[src/rtl/coin_acceptor.sv]
// -----------------------------------------------------------------------------
// coin_acceptor
//
// Debounces two coin sensors, queues accepted coins, and replays them to the
// vending machine as well-separated one-cycle pulses while keeping a credit
// total.
//
// Each sensor passes through a two-flop synchronizer and then a debouncer.
// The debouncer holds a stable level and a counter of consecutive cycles in
// which the synchronized input disagreed with it. A rising stable level is a
// coin event. Events are either rejected (accept_en low, or queue full) or
// pushed into a 4-entry FIFO (0 = $10, 1 = $50). An output FSM pops one entry
// at a time and emits dollar_10 / dollar_50, then idles for two cycles.
//
// Ports
//   clk          rising-edge clock
//   reset_n      asynchronous active-low reset
//   coin_10_raw  raw $10 sensor level (asynchronous, bouncy)
//   coin_50_raw  raw $50 sensor level (asynchronous, bouncy)
//   accept_en    1 = accept detected coins, 0 = reject every detected coin
//   credit_clr   synchronous clear of credit (wins over a same-edge pop)
//   dollar_10    one-cycle pulse per delivered $10 coin
//   dollar_50    one-cycle pulse per delivered $50 coin
//   coin_reject  one-cycle pulse per edge on which 1 or 2 coins were rejected
//   q_level      queue occupancy, 0..4
//   credit       delivered value in $10 units, saturating at 255
//   fsm_state    debug view of the output FSM (0 = IDLE, 1 = PULSE, 2 = GAP)
// -----------------------------------------------------------------------------
module coin_acceptor #(
    parameter int DEBOUNCE_CYCLES = 4
) (
    input  logic       clk,
    input  logic       reset_n,
    input  logic       coin_10_raw,
    input  logic       coin_50_raw,
    input  logic       accept_en,
    input  logic       credit_clr,
    output logic       dollar_10,
    output logic       dollar_50,
    output logic       coin_reject,
    output logic [2:0] q_level,
    output logic [7:0] credit,
    output logic [1:0] fsm_state
);

    // Queue depth is fixed: pointer and level widths below are sized for 4.
    localparam int QDEPTH = 4;

    localparam logic [1:0] S_IDLE  = 2'd0;
    localparam logic [1:0] S_PULSE = 2'd1;
    localparam logic [1:0] S_GAP   = 2'd2;

    // The level flips on the edge where the disagreement count would reach
    // DEBOUNCE_CYCLES, i.e. when it currently holds DEBOUNCE_CYCLES-1.
    localparam logic [7:0] CNT_LAST = 8'(DEBOUNCE_CYCLES - 1);

    // Channel index 0 = $10 sensor, 1 = $50 sensor.
    logic [1:0]      raw;
    logic [1:0]      sync1;
    logic [1:0]      sync2;
    logic [1:0]      stb;
    logic [1:0]      flip;
    logic [1:0]      coin_event;
    logic [1:0][7:0] cnt;

    logic [QDEPTH-1:0] mem;
    logic [1:0]        wr_ptr;
    logic [1:0]        rd_ptr;
    logic [2:0]        level;
    logic [2:0]        free;
    logic [1:0]        accepted;
    logic              push_10;
    logic              push_50;
    logic [1:0]        n_push;
    logic              pop;
    logic              head;
    logic              reject_now;
    logic [8:0]        credit_sum;
    logic [1:0]        state;

    assign raw = {coin_50_raw, coin_10_raw};

    // ------------------------------------------------------------------
    // Synchronizers and debouncers
    // ------------------------------------------------------------------
    always_comb begin
        flip = 2'b00;
        for (int i = 0; i < 2; i++) begin
            flip[i] = (sync2[i] != stb[i]) && (cnt[i] == CNT_LAST);
        end
    end

    // Only a 0->1 change of the stable level counts as a coin.
    assign coin_event = flip & sync2;

    always_ff @(posedge clk or negedge reset_n) begin
        if (!reset_n) begin
            sync1 <= 2'b00;
            sync2 <= 2'b00;
            stb   <= 2'b00;
            cnt   <= '0;
        end else begin
            sync1 <= raw;
            sync2 <= sync1;
            stb   <= stb ^ flip;
            for (int i = 0; i < 2; i++) begin
                if ((sync2[i] == stb[i]) || flip[i]) begin
                    cnt[i] <= 8'd0;
                end else begin
                    cnt[i] <= cnt[i] + 8'd1;
                end
            end
        end
    end

    // ------------------------------------------------------------------
    // Coin queue
    // ------------------------------------------------------------------
    // Free space is judged on the occupancy before this edge; a pop on the
    // same edge does not make room for a coin arriving on that edge.
    assign free     = 3'(QDEPTH) - level;
    assign accepted = coin_event & {2{accept_en}};
    // $10 is taken first, so $50 needs a second free slot when both arrive.
    assign push_10  = accepted[0] && (free != 3'd0);
    assign push_50  = accepted[1] && (free > {2'b00, push_10});
    assign n_push   = {1'b0, push_10} + {1'b0, push_50};

    assign reject_now = ((coin_event != 2'b00) && !accept_en)
                      || (accepted[0] && !push_10)
                      || (accepted[1] && !push_50);

    assign head = mem[rd_ptr];
    assign pop  = (state == S_IDLE) && (level != 3'd0);

    always_ff @(posedge clk or negedge reset_n) begin
        if (!reset_n) begin
            mem    <= '0;
            wr_ptr <= 2'd0;
            rd_ptr <= 2'd0;
            level  <= 3'd0;
        end else begin
            if (push_10) begin
                mem[wr_ptr] <= 1'b0;
            end
            if (push_50) begin
                mem[wr_ptr + {1'b0, push_10}] <= 1'b1;
            end
            wr_ptr <= wr_ptr + n_push;
            rd_ptr <= rd_ptr + {1'b0, pop};
            level  <= level + {1'b0, n_push} - {2'b00, pop};
        end
    end

    // ------------------------------------------------------------------
    // Output FSM: IDLE -> PULSE -> GAP -> IDLE
    // ------------------------------------------------------------------
    always_ff @(posedge clk or negedge reset_n) begin
        if (!reset_n) begin
            state     <= S_IDLE;
            dollar_10 <= 1'b0;
            dollar_50 <= 1'b0;
        end else begin
            dollar_10 <= 1'b0;
            dollar_50 <= 1'b0;
            case (state)
                S_IDLE: begin
                    if (pop) begin
                        dollar_10 <= !head;
                        dollar_50 <= head;
                        state     <= S_PULSE;
                    end
                end
                S_PULSE: state <= S_GAP;
                S_GAP:   state <= S_IDLE;
                default: state <= S_IDLE;
            endcase
        end
    end

    // ------------------------------------------------------------------
    // Reject pulse and credit
    // ------------------------------------------------------------------
    assign credit_sum = {1'b0, credit} + (head ? 9'd5 : 9'd1);

    always_ff @(posedge clk or negedge reset_n) begin
        if (!reset_n) begin
            coin_reject <= 1'b0;
            credit      <= 8'd0;
        end else begin
            coin_reject <= reject_now;
            if (credit_clr) begin
                credit <= 8'd0;
            end else if (pop) begin
                credit <= credit_sum[8] ? 8'hFF : credit_sum[7:0];
            end
        end
    end

    assign q_level   = level;
    assign fsm_state = state;

endmodule

[config.mk]
export PLATFORM = sky130hd
export DESIGN_NAME = coin_acceptor
export DESIGN_NICKNAME = d
export VERILOG_FILES = /design/src/rtl/coin_acceptor.sv
export SDC_FILE = /design/constraint.sdc
export NUM_CORES = 1
export LEC_CHECK = 0
export ABC_AREA = 1
export CORE_MARGIN = 1.5
export CORE_UTILIZATION = 60
export DETAILED_ROUTE_END_ITERATION = 8
export DONT_BUFFER_PORTS = 1
export PLACE_DENSITY = 0.76
export SLEW_MARGIN = 20
export SYNTH_ARGS = -nofsm -noshare
export SYNTH_HDL_FRONTEND = slang
export SYNTH_SLANG_ARGS = --single-unit
[constraint.sdc]
create_clock -name clk -period 3.7 [get_ports clk]
set_input_delay 0.555 -clock clk [delete_from_list [all_inputs] [get_ports clk]]
set_output_delay 0.555 -clock clk [all_outputs]
set_load 0.03 [all_outputs]
Yosys cells after proc, flatten, opt, wreduce, memory -nomap -nowiden
Index checks and enable logic that the tools add are counted.

cells by class
  bitwise logic cells = 6
  $lt $le $gt $ge = 6
  $add $sub $neg = 10
  eq/ne operators = 8
  multiplexer cells = 20
  reduce and logical (&&, ||, !) cells = 23

operators by type and width
  cell                                                        count
  two-way mux 8 bit                                           5
  adder 8 x 1 -> 8 bit, second input constant                 2
  equality test 8 x 2 -> 1 bit, second input constant         2
  logical AND 1 bit                                           10
  adder 8 x 3 -> 9 bit                                        1
  less-than comparator 2 x 3 -> 1 bit, second input constant  3
  two-way mux 4 bit                                           2
  two-way mux 1 bit                                           7
  nonzero test 3 bit                                          2
  adder 2 x 1 -> 2 bit                                        2
  bitwise AND 2 bit                                           2
  bitwise AND 4 bit                                           1
  demux 1 bit (select 2 bit)                                  2
  >= comparator 2 x 1 -> 1 bit, second input constant         2
  zero test 1 bit                                             4
  logical OR 1 bit                                            4
  inverter 4 bit                                              1
  bitwise OR 4 bit                                            1
  case mux 2 bit (2 select lines)                             1
  nonzero test 2 bit                                          2
  adder 3 x 2 -> 3 bit                                        1
  > comparator 3 x 1 -> 1 bit                                 1
  two-way mux 3 bit                                           1
  subtractor 3 x 1 -> 3 bit                                   1
  other kinds (11)                                            13

word-level totals
  output and inout port bits = 16
  input bits = 6
  register bits = 46
  logic and storage cells = 87

Depth between registers and ports, before layout
Gate-level depths: netlist of the first run.

  word-level depth = 12
  mapped depth = 16
  gate-level depth less buffers = 16

Worst setup path before layout of the first run
OpenSTA, ideal clock, no wires.

  path type = flip-flop to flip-flop
  start = register level[0] (netlist: q_level[0])
  end = register level[2] (netlist: q_level[2])
  required time = 3.577 ns
  arrival time = 2.975 ns
  clock period less this slack = 3.098 ns
  buffers on the path = 0
  stages on the path, launching flop included = 17
  setup slack = 0.602 ns
  setup time = 0.123 ns
  cell sequence = dfrtp_1 > inv_1 > ha_1 > ha_1 > nor2_1 > nand3_4 > nand2_2 > nand2_1 > nand2_2 > inv_1 > ha_1 > inv_1 > ha_1 > inv_1 > ha_1 > fa_1 > xnor2_1

on the way
  cells in the longest elaborated chain, start to end = 8
  elaborated cells between the ends (all ways) = 10
  classes of those cells = add/sub: 4; order compare: 1; reduce/logical: 5

ends and longest elaborated chain
  what                         line  text
  from (decl)                  69    logic [2:0] level;
  from (signal assigned)       150   level <= level + {1'b0, n_push} - {2'b00, pop};
  subtractor 3 bit             121   assign free = 3'(QDEPTH) - level;
  nonzero test 3 bit           124   assign push_10 = accepted[0] && (free != 3'd0);
  logical AND 1 bit            124
  > comparator 3 x 1 -> 1 bit  125   assign push_50 = accepted[1] && (free > {2'b00, push_10});
  logical AND 1 bit            125
  adder 1 x 1 -> 2 bit         126   assign n_push = {1'b0, push_10} + {1'b0, push_50};
  adder 3 x 2 -> 3 bit         150
  subtractor 3 x 1 -> 3 bit *  150

Mark *: on every way between the ends. The rest lies on a longest branch, timed or not.
A chain may end at the register's enable or synchronous reset.

Final worst setup path of the first run
Ends and elaborated chain as after synthesis.

==> flow_summary.ini, run 1 <==
[power]
ir_drop_mv = 0.419
pwr_density_cell_nw_per_um2 = 709
leakagePower_nw = 1.25

[sta]
setup_violations = 0
rsz0062_at_grt = false
slew_viol_final = 0
setup_tns_ps = 0
fin_crit_sh = 0.828
finalClockSkew_ps = 6.55
hold_viol = 0
period_minus_slack_ps = 3060
slew_headroom = 0.718
tightest_slew_ps = 419
fmax_ghz = 0.326

[synth]
synth_cell_types = 36
yosysMostFrequentCell = dfrtp_1
synth_area_leaders = dfrtp_1, ha_1, inv_1
synth_top_area_cell = dfrtp_1
synthFlopType = dfrtp_1
ys_seq_area_frac = 0.492
synth_edf_count = 0
synth_top_cell_area_share = 0.492
syn_area_per_cell_um2 = 9.07
yosysWarnings = 0
synth_commonest_cells = dfrtp_1, inv_1, nand2_1, nor2_1, nand3_1
synth_nets = 278
netlist_instances = 258
syn_area_um2 = 2340
synth.ff_latch_count = 46
synthArstFlopShare = 1.00

[clock_network]
cts_resized = 0
clockBufferDepth = 2
numCtsBuffers = 5
postCtsSetupBuffers = 0
cts-root-buf = clkbuf_8
cts_sinks = 46
clk_pin_slew_worst_paths_ps = 90
clk_latency_ps = 300
cts_tree = built
cts_hold_buffers = 1
htreeDepth = 2

[critical_path]
start_kind = register
reg2reg_slack_ps = 640
reg2reg_to = q_level[2]$_DFF_PN0_
cp_data_arrival_time_ps = 3250
rr_startpoint = q_level[0]$_DFF_PN0_
reg2reg_depth = 16
crit_path_end_kind = register
crit_fanout = 5
crit_type = reg -> reg
required_ps = 3890

[detailed_routing]
firstDrtPassIters = 4
ant_nets = 0
dr.first_iter.drc_count = 95
drc = 0
detail_route.wl_per_cell_um = 12.6
wl_um = 3990
vias = 1712
viasPerCell = 5.40

[global_routing]
antenna_found_initial = 0
grt_pass1_wl_um = 7210
first_global_vias = 1683
grt_usage = 0.222
grt-ovfl-total = 0
grt_start_max_net_pins = 47

[floorplan]
row_count = 22
fp.dieW_um = 65.5
fp.dieH_um = 65.5
initial_core_util = 0.630
num_io_pins = 22
die_area_um2 = 4290
core_area_um2 = 3720

[place]
dp_hpwl_um = 2980
dpl.cell_count = 308
gp_routability_congestion = 0.818
port_buffers = 0

[cells_and_area]
nets = 288
drive_gt1_frac = 0.145
syn2layout_area_growth_pct = 9.19
final_cells = 317
diodes = 0
fin_util = 0.688

[hold_path]
hold_path.class = in -> async

[run]
drv_cap = 0

[run_status]
status = completed
-- metrics by stage --
step	total power [mW]	hold slack (ps)	cell area [um^2]	setup slack, ps
2_1_floorplan	1.27	259	2340	602
3_3_place_gp	1.39	261	2420	766
3_5_place_dp	1.44	261	2420	644
4_1_cts	1.83	89.7	2560	623
5_1_grt	1.97	96.7	2560	368
6_report	1.81	84.5	2560	637
-- worst max-delay path: stages, from the launching register on --
cell     delay (ps)
dfrtp_1         380
inv_1            60
ha_1            210
ha_1            180
nor2_1          320
nand3_4         150
nand2_2          90
nand2_1          80
nand2_2          80
inv_1            40
ha_1            280
inv_1            50
ha_1            260
inv_1            40
ha_1            180
fa_1            390
xnor2_1         140
-- kinds of logic (layout without fill, tap and decap cells) --
kind of cell / after synthesis / in the layout / synth area share
buffers and inverters: 43 / 54 / 0.0695
AOI/OAI and AO/OA: 38 / 38 / 0.0935
adders and majority gates: 14 / 14 / 0.0780
xor gates and xnor gates: 7 / 7 / 0.0262
and+or+nand+nor: 110 / 110 / 0.241
DFF: 46 / 46 / 0.492
-- placed cells by master, fill, tap and decap left out, types with 2 or more instances in the layout --
cell type / n
ha_1: 13
nand2_2: 5
nand3_1: 15
buf_4: 2
xor2_1: 4
inv_1: 38
dfrtp_1: 46
o31ai_1: 2
o21ai_0: 12
nor2_1: 31
nor2_2: 6
o21ai_1: 6
o21ai_2: 2
clkbuf_8: 5
nor3b_1: 2
or2_2: 2
nor3_1: 5
a21oi_1: 10
inv_2: 4
o211ai_1: 2
nand2_1: 33
nand3_2: 2
xnor2_1: 3
clkinv_2: 2
-- cell type report --
class | instances | area, um^2
tap | 48 | 60.1
timing repair buffer | 3 | 42.5
fill | 309 | 1160
sequential | 46 | 1150
multi-input combinational | 169 | 1030
clock inverter | 3 | 43.8
inverter | 43 | 163
clock buffer | 5 | 68.8
-- per-layer routing --
metal,wire (um),global-route usage
met1,1750,0.276
met2,2010,0.384
met3,143,0.0445
met4,91,0.0781
met5,0,0
-- registers in the layout, indices dropped and copies added, names as in the netlist, named ones only --
register	flops
mem	4
sync2	2
coin_reject	1
sync1	2
rd_ptr	2
fsm_state	2
q_level	3
dollar_50	1
wr_ptr	2
cnt	16
dollar_10	1
credit	8
-- power by group --
group          total [mW]  internal (mW)  switching, mW  leakage (nW)
clock network       0.379          0.203          0.176        0.0585
registers           0.824          0.628          0.196         0.601
logic               0.610          0.233          0.377         0.586
-- worst max-delay path by stage --
| stage | start | end | depth (start not counted) | slack [ps] |
|---|---|---|---|---|
| finish | q_level[0]$_DFF_PN0_ | q_level[2]$_DFF_PN0_ | 16 | 640 |
| global route | q_level[0]$_DFF_PN0_ | q_level[2]$_DFF_PN0_ | 16 | 370 |
| CTS | q_level[0]$_DFF_PN0_ | q_level[2]$_DFF_PN0_ | 16 | 620 |
| detailed placement | q_level[0]$_DFF_PN0_ | q_level[2]$_DFF_PN0_ | 16 | 640 |
| global placement | q_level[2]$_DFF_PN0_ | q_level[2]$_DFF_PN0_ | 14 | 770 |
| floorplan | q_level[0]$_DFF_PN0_ | q_level[2]$_DFF_PN0_ | 16 | 600 |
Note: power is estimated with default switching activity, not from simulation.
==> run 2: changes to the inputs <==
--- a/config.mk
+++ b/config.mk
@@ -5,7 +5,7 @@
 export SDC_FILE = /design/constraint.sdc
 export NUM_CORES = 1
 export LEC_CHECK = 0
-export ABC_AREA = 1
+export ABC_AREA = 0
 export CORE_MARGIN = 1.5
 export CORE_UTILIZATION = 60
 export DETAILED_ROUTE_END_ITERATION = 8
==> constraint.sdc (replaced) <==
create_clock -name clk -period 3 [get_ports clk]
set_input_delay 0.45 -clock clk [delete_from_list [all_inputs] [get_ports clk]]
set_output_delay 0.45 -clock clk [all_outputs]
set_load 0.03 [all_outputs]
==> flow_summary.ini, run 2 <==
[critical_path]
crit_fanout = 3
reg2reg_depth = 13
cp_data_arrival_time_ps = 3110
required_ps = 3190
rr_startpoint = q_level[1]$_DFF_PN0_
critical-path-top-delay-family = adder cells
crit_chain = inv_1, ha_2, ha_1, nor3b_1, nand4b_1, and3_1, ha_1, inv_1, ha_1, inv_1, ha_1, fa_1, xnor2_1
reg2reg_to = q_level[2]$_DFF_PN0_
start_kind = register
crit_path_end_kind = register
cp_num_buf_inv = 3
crit_top_cell = ha_1
slowest_stage = fa_1
reg2reg_slack_ps = 80
crit_type = reg -> reg
worst_path_largest_cell_delay_ps = 380

[global_routing]
first_global_vias = 1677
grt_usage = 0.239
antenna_found_initial = 0
grt-ovfl-total = 0
grt_pass1_wl_um = 7540
grt_start_max_net_pins = 47

[synth]
synth.ff_latch_count = 46
netlist_instances = 210
yosysWarnings = 0
synth_cell_types = 47
syn_area_per_cell_um2 = 10.8
synth_top_cell_area_share = 0.507
yosysMostFrequentCell = dfrtp_1
synth_edf_count = 0
syn_area_um2 = 2270
synth_nets = 230
synth_commonest_cells = dfrtp_1, nor2_1, inv_1
synth_area_leaders = dfrtp_1, ha_1, xor2_1
ys_seq_area_frac = 0.507
synthArstFlopShare = 1.00
synth_top_area_cell = dfrtp_1
synthFlopType = dfrtp_1

[detailed_routing]
drc = 0
dr.first_iter.drc_count = 115
ant_nets = 0
vias = 1595
detail_route.wl_per_cell_um = 16.4
viasPerCell = 5.86
firstDrtPassIters = 4
wl_um = 4460

[cells_and_area]
final_cells = 272
final_cell_mix = dfrtp_1, nor2_1, inv_1
drive_gt1_frac = 0.112
layout_commonest_cell = dfrtp_1
largest_reg_flops = 16
nFillCells = 273
largest_register = cnt
nets = 243
syn2layout_area_growth_pct = 10.3
reg_top3 = cnt x16, credit x8, mem x4
diodes = 0

[clock_network]
cts_tree = built
htreeDepth = 2
clk_pin_slew_worst_paths_ps = 80
numCtsBuffers = 5
clockBufferDepth = 2
cts-root-buf = clkbuf_8
clk_latency_ps = 300
cts_sinks = 46

[sta]
period_minus_slack_ps = 2920
slew_viol_final = 0
fmax_ghz = 0.342
setup_violations = 0
finalClockSkew_ps = 8.90
fin_crit_sh = 0.975
tightest_slew_ps = 456
slew_headroom = 0.696
hold_viol = 0

[place]
dpl.cell_count = 261
port_buffers = 0
dp_hpwl_um = 3270
gp_routability_congestion = 0.795

[power]
leakagePower_nw = 1.18
p_clk_frac = 0.178
ir_drop_mv = 0.467
power.total_mw = 2.16
seqPwrFrac = 0.471
p_switching_uw = 874
pwr_density_cell_nw_per_um2 = 860
combPwrFrac = 0.350
internal_power_mw = 1.28
switching_share = 0.406

[run_status]
status = completed

[hold_path]
min-delay-start = coin_10_raw
hold_path.class = in -> reg
hold_path_end = sync1[0]$_DFF_PN0_
min_path_cells = 0

[floorplan]
initial_core_util = 0.620
die_area_um2 = 4160
core_area_um2 = 3660
fp.dieW_um = 64.5
fp.dieH_um = 64.5
num_io_pins = 22
row_count = 22

[run]
drv_cap = 0
run 2: cell count changes after synthesis, moves of 6 or more:
cell / before / now
nor2_2: 6 / 0
a21oi_1: 10 / 2
inv_1: 38 / 16
nand2_1: 33 / 13
o21ai_1: 6 / 0
nor2_1: 31 / 21
xor2_1: 4 / 13
and3_1: 1 / 10
o21ai_0: 12 / 2
run 2: cell families after synthesis:
| group | Yosys count | synth area share |
|---|---|---|
| and+or+nand+nor | 81 | 0.195 |
| DFF | 46 | 0.507 |
| AOI/OAI and AO/OA | 22 | 0.0716 |
| buffers and inverters | 21 | 0.0369 |
| xor gates and xnor gates | 20 | 0.0771 |
| adders and majority gates | 14 | 0.0804 |
| muxes | 6 | 0.0325 |
run 2: worst max path at each step:
stage	start	to	slack (ps)	cells after the start
after detailed placement	q_level[1]$_DFF_PN0_	q_level[2]$_DFF_PN0_	120	13
after global routing	q_level[1]$_DFF_PN0_	q_level[2]$_DFF_PN0_	-50	13
after CTS	q_level[1]$_DFF_PN0_	q_level[2]$_DFF_PN0_	90	13
after floorplan	q_level[1]$_DFF_PN0_	q_level[2]$_DFF_PN0_	40	13
after global placement	q_level[1]$_DFF_PN0_	q_level[2]$_DFF_PN0_	190	13
final	q_level[1]$_DFF_PN0_	q_level[2]$_DFF_PN0_	80	13
run 2: power groups by stage:
stage	registers, mW	clock network (mW)	logic (mW)
global route	1.04	0.410	0.856
global placement	1.01	0	0.658
floorplan	1.02	0	0.518
finish	1.02	0.385	0.755
detailed placement	1.03	0	0.720
CTS	1.01	0.390	0.744
run 2: stage by stage:
step | setup TNS (ps) | setup WS, ps | utilization | area (um^2) | hold slack (ps)
6_report | 0 | 75.2 | 0.684 | 2500 | 174
5_1_grt | -48.0 | -48.0 | 0.684 | 2500 | 158
4_1_cts | 0 | 90.9 | 0.681 | 2490 | 170
3_5_place_dp | 0 | 118 | 0.646 | 2360 | 155
3_3_place_gp | 0 | 191 | 0.646 | 2360 | 156
2_1_floorplan | 0 | 40.5 | - | 2270 | 154
run 2: what timing repair did:
item / 4_1_cts / 5_1_grt
buffers inserted: 0 / 1
resized for setup: 0 / 2
endpoints found under the hold margin: 46 / 0
hold buffers: 2 / 0
endpoints found under the setup margin: 0 / 1
run 2: area by class of cell:
| cell class | count | area, um^2 | share of cell area |
|---|---|---|---|
| multi-input combinational | 143 | 1040 | 0.415 |
| clock inverter | 1 | 5.00 | 0.00200 |
| clock buffer | 7 | 86.3 | 0.0345 |
| inverter | 17 | 63.8 | 0.0255 |
| tap | 48 | 60.1 | 0.0240 |
| timing repair buffer | 10 | 97.6 | 0.0390 |
| sequential | 46 | 1150 | 0.460 |
run 2: routing by layer:
layer	track usage	wire (um)	part of all wire	up-vias
met5	0	0	0	-
met4	0.106	82	0.018	0
met3	0.0694	203	0.045	8
met2	0.411	2280	0.51	41
met1	0.276	1900	0.43	792
li1	-	-	-	754
==> run 3: changes to the inputs <==
--- a/config.mk
+++ b/config.mk
@@ -11,6 +11,7 @@
 export DETAILED_ROUTE_END_ITERATION = 8
 export DONT_BUFFER_PORTS = 1
 export PLACE_DENSITY = 0.76
+export SETUP_SLACK_MARGIN = 0.2
 export SLEW_MARGIN = 20
 export SYNTH_ARGS = -nofsm -noshare
 export SYNTH_HDL_FRONTEND = slang
==> flow_summary.ini, run 3 (same netlist as run 2, synthesis figures left out) <==
[run_status]
status = completed

[power]
ir_drop_mv = 0.546
pwr_density_cell_nw_per_um2 = 863
leakagePower_nw = 1.19

[place]
port_buffers = 0
dpl-instance-area_um2 = 2400
dp_hpwl_um = 3030
gp_routability_congestion = 0.767

[global_routing]
first_global_vias = 1759
grt_usage = 0.244
antenna_found_initial = 0
grt_pass1_wl_um = 7810
grt_start_max_net_pins = 47
grt-ovfl-total = 0

[clock_network]
cts_sinks = 46
cts-root-buf = clkbuf_8
numCtsBuffers = 5
cts_tree = built
clockBufferDepth = 2
clk_pin_slew_worst_paths_ps = 90
clk_latency_ps = 310
htreeDepth = 2

[critical_path]
required_ps = 3190
crit_chain = inv_2, ha_4, ha_1, nor3b_2, nand4b_1, and3_4, ha_4, inv_1, ha_1, inv_1, ha_2, fa_2
crit_type = reg -> reg
critical-path-top-delay-family = adder cells
start_kind = register
slowest_stage = fa_2
worst_path_largest_cell_delay_ps = 420
cp_num_buf_inv = 3
crit_path_end_kind = register
crit_fanout = 3
cp_data_arrival_time_ps = 2930

[floorplan]
fp.dieW_um = 64.5
core_area_um2 = 3660
initial_core_util = 0.620
row_count = 22
die_area_um2 = 4160
fp.dieH_um = 64.5
num_io_pins = 22

[sta]
tightest_slew_ps = 474
setup_tns_ps = 0
fin_crit_sh = 0.913
slew_headroom = 0.684
hold_viol = 0
slew_viol_final = 0
setup_violations = 0
finalClockSkew_ps = 13.3
rsz0062_at_grt = false
fmax_ghz = 0.365
period_minus_slack_ps = 2740

[detailed_routing]
dr.first_iter.drc_count = 147
vias = 1586
drc = 0
viasPerCell = 5.81
ant_nets = 0
detail_route.wl_per_cell_um = 15.7
firstDrtPassIters = 4
wl_um = 4300

[cells_and_area]
reg_top3 = cnt x16, credit x8, mem x4
largest_register = cnt
final_cell_mix = dfrtp_1, nor2_1, inv_1, nand2_1, xor2_1
diodes = 0
syn2layout_area_growth_pct = 14.1
largest_reg_flops = 16
final_area_um2 = 2590
nets = 244
drive_gt1_frac = 0.173
layout_commonest_cell = dfrtp_1

[hold_path]
hold_path.class = in -> reg

[run]
drv_cap = 0
==> run 3: layout make-up <==
type / instances / area [um^2]
Timing Repair Buffer: 11 / 105
Inverter: 17 / 63.8
Clock inverter: 1 / 8.76
Multi-Input combinational cell: 143 / 1100
Sequential cell: 46 / 1150
Clock buffer: 7 / 96.3
Tap cell: 48 / 60.1
Fill cell: 250 / 1070
==> run 3: through the flow <==
step | hold WS (ps) | std cells | setup slack, ps | total power [mW] | utilization
finish | 177 | 273 | 261 | 2.24 | 0.708
global route | 161 | 273 | 173 | 2.41 | 0.708
CTS | 166 | 271 | 208 | 2.24 | 0.697
detailed placement | 155 | 260 | 168 | 1.80 | 0.654
global placement | 156 | 260 | 274 | 1.74 | 0.654
floorplan | 154 | 210 | 202 | 1.61 | -
==> run 3: worst paths after layout <==
| check | startpoint | to | slack, ps | cells after the start |
|---|---|---|---|---|
| setup / recovery | q_level[1]$_DFF_PN0_ | q_level[1]$_DFF_PN0_ | 260 | 12 |
| hold / removal | coin_50_raw | sync1[1]$_DFF_PN0_ | 180 | 0 |
| setup reg to reg | q_level[1]$_DFF_PN0_ | q_level[1]$_DFF_PN0_ | 260 | 12 |
| hold reg to reg | sync1[1]$_DFF_PN0_ | sync2[1]$_DFF_PN0_ | 360 | 0 |
| max in group asynchronous | reset_n | q_level[0]$_DFF_PN0_ | 2110 | 2 |
| min in group asynchronous | reset_n | q_level[2]$_DFF_PN0_ | 670 | 2 |
==> run 3: what timing repair did <==
item / CTS / global route
gates resized for setup: 1 / 5
buffers inserted: 1 / 2
setup endpoints to repair: 2 / 2
endpoints found under the hold margin: 46 / 0
hold buffers: 2 / 0
pin swaps: 1 / 4
==> run 3: per-layer routing <==
| metal | up-vias | track usage | share of wire | routed length, um |
|---|---|---|---|---|
| met5 | - | 0 | 0 | 0 |
| met3 | 12 | 0.0608 | 0.044 | 188 |
| met1 | 779 | 0.311 | 0.45 | 1950 |
| met4 | 0 | 0.120 | 0.024 | 101 |
| li1 | 759 | - | - | - |
| met2 | 36 | 0.391 | 0.48 | 2060 |
==> run 3: power by group <==
group | total, mW | switching, mW | internal (mW)
Sequential | 1.01 | 0.236 | 0.773
Combinational | 0.806 | 0.439 | 0.367
Clock | 0.420 | 0.209 | 0.211
Total | 2.24 | 0.884 | 1.35
